[src/rtl/msi_cache_ctrl.sv]
// MSI coherence controller for a small direct-mapped line array: one outstanding
// processor request, a bus master port (GetS/GetX/PutM) and a snoop port.
`timescale 1ns/1ps
module msi_cache_ctrl #(
  parameter int IDX_W = 2,
  parameter int TAG_W = 4
) (
  input  logic             clk,
  input  logic             reset,
  input  logic             req_valid,
  input  logic             req_we,
  input  logic [IDX_W-1:0] req_idx,
  input  logic [TAG_W-1:0] req_tag,
  output logic             req_ready,
  output logic             done,
  output logic             bus_req,
  output logic [1:0]       bus_cmd,
  output logic [IDX_W-1:0] bus_idx,
  output logic [TAG_W-1:0] bus_tag,
  input  logic             bus_gnt,
  input  logic             bus_ack,
  input  logic             snp_valid,
  input  logic [1:0]       snp_cmd,
  input  logic [IDX_W-1:0] snp_idx,
  input  logic [TAG_W-1:0] snp_tag,
  output logic             snp_flush,
  output logic [1:0]       line_state
);
  localparam int LINES = 1 << IDX_W;
  localparam logic [1:0] ST_I = 2'b00, ST_S = 2'b10, ST_M = 2'b11;
  localparam logic [1:0] CMD_NONE = 2'b00, CMD_GETS = 2'b01, CMD_GETX = 2'b10, CMD_PUTM = 2'b11;

  typedef enum logic [2:0] {IDLE, LOOKUP, WB, ACQ, DONE} fsm_t;

  fsm_t             state_reg, state_next;
  logic             lat_we_reg;
  logic [IDX_W-1:0] lat_idx_reg;
  logic [TAG_W-1:0] lat_tag_reg;
  logic [1:0]       cmd_reg, cmd_next;
  logic             gnt_seen_reg, gnt_seen_next;
  logic             ack_fill, ack_evict;

  logic [1:0]       line_st  [LINES];
  logic [TAG_W-1:0] line_tag [LINES];

  logic             snp_hit, snp_changes, snp_on_lat;
  logic [1:0]       snp_st_new;
  logic [1:0]       cur_st;
  logic             tag_hit;

  // Snoop decode against the line the peer addresses.
  always_comb begin
    snp_hit    = snp_valid && (line_st[snp_idx] != ST_I) && (line_tag[snp_idx] == snp_tag);
    snp_st_new = line_st[snp_idx];
    snp_flush  = 1'b0;
    if (snp_hit) begin
      if (line_st[snp_idx] == ST_M && snp_cmd == CMD_GETS) begin
        snp_st_new = ST_S;
        snp_flush  = 1'b1;
      end else if (snp_cmd == CMD_GETX) begin
        snp_st_new = ST_I;
        snp_flush  = (line_st[snp_idx] == ST_M);
      end
    end
  end

  assign snp_changes = snp_hit && (snp_st_new != line_st[snp_idx]);
  assign snp_on_lat  = snp_changes && (snp_idx == lat_idx_reg);
  assign line_state  = line_st[req_idx];

  // Lookup sees the line as it will be after a same-cycle snoop.
  assign cur_st  = snp_on_lat ? snp_st_new : line_st[lat_idx_reg];
  assign tag_hit = (line_tag[lat_idx_reg] == lat_tag_reg) && (cur_st != ST_I);

  always_comb begin
    state_next    = state_reg;
    cmd_next      = cmd_reg;
    gnt_seen_next = gnt_seen_reg;
    ack_fill      = 1'b0;
    ack_evict     = 1'b0;
    req_ready     = 1'b0;
    done          = 1'b0;
    bus_req       = 1'b0;
    bus_cmd       = CMD_NONE;
    bus_idx       = '0;
    bus_tag       = '0;
    case (state_reg)
      IDLE: begin
        req_ready = 1'b1;
        if (req_valid) state_next = LOOKUP;
      end
      LOOKUP: begin
        gnt_seen_next = 1'b0;
        cmd_next      = lat_we_reg ? CMD_GETX : CMD_GETS;
        if (tag_hit && (!lat_we_reg || cur_st == ST_M)) state_next = DONE;
        else if (!tag_hit && cur_st == ST_M)            state_next = WB;
        else                                            state_next = ACQ;
      end
      WB: begin
        if (!gnt_seen_reg) begin
          bus_req = 1'b1;
          bus_cmd = CMD_PUTM;
          bus_idx = lat_idx_reg;
          bus_tag = line_tag[lat_idx_reg];
          // A peer already took the Modified data: nothing left to write back.
          if (snp_on_lat)   state_next = ACQ;
          else if (bus_gnt) gnt_seen_next = 1'b1;
        end else if (bus_ack) begin
          ack_evict     = 1'b1;
          gnt_seen_next = 1'b0;
          state_next    = ACQ;
        end
      end
      ACQ: begin
        if (!gnt_seen_reg) begin
          bus_req = 1'b1;
          bus_cmd = cmd_reg;
          bus_idx = lat_idx_reg;
          bus_tag = lat_tag_reg;
          if (bus_gnt) gnt_seen_next = 1'b1;
        end else if (bus_ack) begin
          ack_fill      = 1'b1;
          gnt_seen_next = 1'b0;
          state_next    = DONE;
        end
      end
      DONE: begin
        done       = 1'b1;
        state_next = IDLE;
      end
      default: state_next = IDLE;
    endcase
  end

  always_ff @(posedge clk or negedge reset) begin
    if (!reset) begin
      state_reg    <= IDLE;
      lat_we_reg   <= 1'b0;
      lat_idx_reg  <= '0;
      lat_tag_reg  <= '0;
      cmd_reg      <= CMD_NONE;
      gnt_seen_reg <= 1'b0;
    end else begin
      state_reg    <= state_next;
      cmd_reg      <= cmd_next;
      gnt_seen_reg <= gnt_seen_next;
      if (state_reg == IDLE && req_valid) begin
        lat_we_reg  <= req_we;
        lat_idx_reg <= req_idx;
        lat_tag_reg <= req_tag;
      end
    end
  end

  // Per-line state/tag; a bus completion overrides a snoop on the same line.
  for (genvar gi = 0; gi < LINES; gi++) begin : g_line
    logic [1:0]       st_reg;
    logic [TAG_W-1:0] ltag_reg;
    logic             sel_ack, sel_snp;

    assign sel_ack      = (ack_fill || ack_evict) && (lat_idx_reg == IDX_W'(gi));
    assign sel_snp      = snp_changes && (snp_idx == IDX_W'(gi));
    assign line_st[gi]  = st_reg;
    assign line_tag[gi] = ltag_reg;

    always_ff @(posedge clk or negedge reset) begin
      if (!reset) begin
        st_reg   <= ST_I;
        ltag_reg <= '0;
      end else if (sel_ack) begin
        if (ack_fill) begin
          st_reg   <= (cmd_reg == CMD_GETX) ? ST_M : ST_S;
          ltag_reg <= lat_tag_reg;
        end else begin
          st_reg <= ST_I;
        end
      end else if (sel_snp) begin
        st_reg <= snp_st_new;
      end
    end
  end
endmodule

[config.mk]
export PLATFORM = sky130hd
export DESIGN_NAME = msi_cache_ctrl
export DESIGN_NICKNAME = d
export VERILOG_FILES = /design/src/rtl/msi_cache_ctrl.sv
export SDC_FILE = /design/constraint.sdc
export NUM_CORES = 1
export LEC_CHECK = 0
export ABC_AREA = 1
export CAP_MARGIN = 5
export CORE_AREA = 2 2 74 76
export CTS_CLUSTER_DIAMETER = 30
export CTS_CLUSTER_SIZE = 16
export DETAILED_ROUTE_END_ITERATION = 10
export DIE_AREA = 0 0 76 78
export DONT_BUFFER_PORTS = 1
export HOLD_SLACK_MARGIN = 0.06
export MAX_ROUTING_LAYER = met4
export PLACE_DENSITY = 0.73
export SLEW_MARGIN = 20
export SYNTH_ARGS = -nofsm -noshare
export SYNTH_HDL_FRONTEND = slang
export SYNTH_SLANG_ARGS = --single-unit
[constraint.sdc]
create_clock -name clk -period 2.3 [get_ports clk]
set_clock_uncertainty 0.15 [all_clocks]
set_input_delay 0.345 -clock clk [delete_from_list [all_inputs] [get_ports clk]]
set_output_delay 0.345 -clock clk [all_outputs]
set_load 0.01 [all_outputs]
==> results.cfg <==
[clock_tree]
clock-sinks = 37
cts.clk_slew.worst_paths_ns = 0.07
clkLatencyLatePin_ns = 0.29
cts_made_buffers = 5
tritoncts = done
htree_num_levels = 2
clockRootBuffer = clkbuf_8
clockBufferDepth = 2

[final_layout]
fillerInstances = 494
antenna_cells = 0
nets = 409
area_growth_pct = 12.1
drive_gt1_share_pct = 12.1
largest_reg_flops = 16
final_common_cell = nand2_1
layout_common_cells = nand2_1, inv_1, dfrtp_1, nand3_1, nor2_1
final_util_pct = 54.7

[synth]
ys_types = 30
synth_top_area_share_pct = 37.6
syn-instance-count = 370
synth_area_leader_cell = dfrtp_1
yosys_warnings = 0
synth_edf_count = 0
synth_nets = 391
synthArstFlopShare_pct = 100
syn_area_per_cell_um2 = 6.65
ys_seq_area_share_pct = 37.6
synth_ff_type = dfrtp_1
synth_area_um2 = 2460
yosys-top-cells-area = dfrtp_1, nand2_1, inv_1
synth-seq-cells = 37

[sta]
finalHoldViolCount = 0
relSlewSlack_pct = 54.5
finalSetupTns_ns = 0
rsz0062_at_grt = yes
maxSlewViolCount = 0
min_period_over_period_pct = 97.3
finalWorstSetupSlack_ns = 0.0632
worst_pin_slew_ns = 0.677
min_period_ns = 2.24
finalSetupViolations = 0
max_freq_mhz = 447

[route]
routed_via_density = 5.28
wl_mm = 6.10
first_pass_iters = 5
vias = 2422
wl_per_cell_um = 13.3
drc = 0
drtIter0Drc = 194
antenna_left = 0

[global_route]
antenna_found_initial = 0
grt_pass1_wl_mm = 10.6
grt_pass1_vias = 2243
grt_overflow = 0
grt_max_degree = 38
grt_usage_pct = 23.0

[power_and_ir_drop]
p_per_area_nw_per_um2 = 1130
power.leakage_nw = 1.42
ir_drop_v = 0.000669

[die]
fp.dieH_um = 78
io_pins = 35
rows = 26
dieArea_um2 = 5930
start_util_pct = 48.8
core-area_um2 = 5040
die_w_um = 76

[setup_path]
cp.required_ns = 1.80
crit_arrival_ns = 1.74
reg2reg_slack_ns = 0.17
start_kind = flop
cp_max_fo = 6
path_class = flop to primary output
end_kind = primary output

[run]
maxCapViolCount = 0

[placement]
place.port_buffers = 0
hpwl_mm = 4.51
place_ws_ns = 0.0911
place.gp.congestion = 0.925

[worst_hold_path]
hp-class = input port to flop

[status]
status = complete, no violations
-- repair_timing --
action,4_1_cts,5_1_grt
hold endpoints to repair,41,0
resized for setup,0,11
setup endpoints to repair,0,8
hold buffers,6,0
buffers inserted,0,9
-- worst max-delay path, cell delays in order, from the launching register on --
cell and delay (ns):
dfrtp_1 0.46, nor2_1 0.18, inv_1 0.09, nor2_1 0.10, inv_1 0.06, nor2_1 0.30
nand2_1 0.10, o21ai_1 0.16
-- power by group --
part | switching, mW | internal (mW) | leakage, nW
sequential | 0.225 | 0.899 | 0.466
clock | 0.234 | 0.210 | 0.0450
combinational | 0.990 | 0.572 | 0.907
-- final timing paths --
path                                                   start                                end  depth (start not counted)
setup reg to reg           g_line[1].ltag_reg[2]$_DFFE_PN0P_           state_reg[1]$_DFFE_PN0P_                         19
setup / recovery                    state_reg[2]$_DFFE_PN0P_                         bus_tag[1]                          7
max in group asynchronous                              reset         lat_idx_reg[0]$_DFFE_PN0P_                          2
min in group asynchronous                              reset           state_reg[2]$_DFFE_PN0P_                          2
hold reg to reg            g_line[3].ltag_reg[3]$_DFFE_PN0P_  g_line[3].ltag_reg[3]$_DFFE_PN0P_                          2
hold / removal                                    req_tag[0]         lat_tag_reg[0]$_DFFE_PN0P_                          2
-- cells in the mapped netlist (all sizes together), types with 2 or more instances --
library cell  count
xor2              4
nand4             3
nor3              5
a21oi            11
nand3            33
buf               5
o21ai            28
nor2             32
o311ai            4
o22ai             2
dfrtp            37
a22oi             6
xnor2             2
inv              47
nand2           143
-- metrics by stage --
step	area (µm²)	std cells	power (mW)	hold slack (ns)
2_1_floorplan	2460	370	2.22	-0.101
3_3_place_gp	2510	436	2.54	-0.0994
3_5_place_dp	2510	436	2.56	-0.0997
4_1_cts	2670	450	3.03	0.0601
5_1_grt	2760	459	3.46	0.0808
6_report	2760	459	3.13	0.0634
-- logic make-up after synthesis --
family	after synthesis	share of synthesized area, %
DFF	37	37.6
AOI/OAI and AO/OA	55	13.3
muxes	1	0.458
and+or+nand+nor	218	37.2
buffers and inverters	53	9.31
xor gates and xnor gates	6	2.14
-- routing by layer --
metal  vias up  part of all wire, %  GRT usage (%)
met3        10                  7.1           5.35
met5         -                    0              -
met1      1084                   46           29.4
met2       104                   46           35.8
met4         0                  1.6           8.73
li1       1224                    -              -
-- cell type report --
type,instances,area [µm²],area share [%]
Inverter,47,179,6.49
Multi-Input combinational cell,280,1330,48.1
Sequential cell,37,928,33.7
Tap cell,70,87.6,3.18
Clock inverter,2,10.0,0.363
Timing Repair Buffer,17,153,5.54
Clock buffer,6,72.6,2.63
Note: power is estimated with default switching activity, not from simulation.
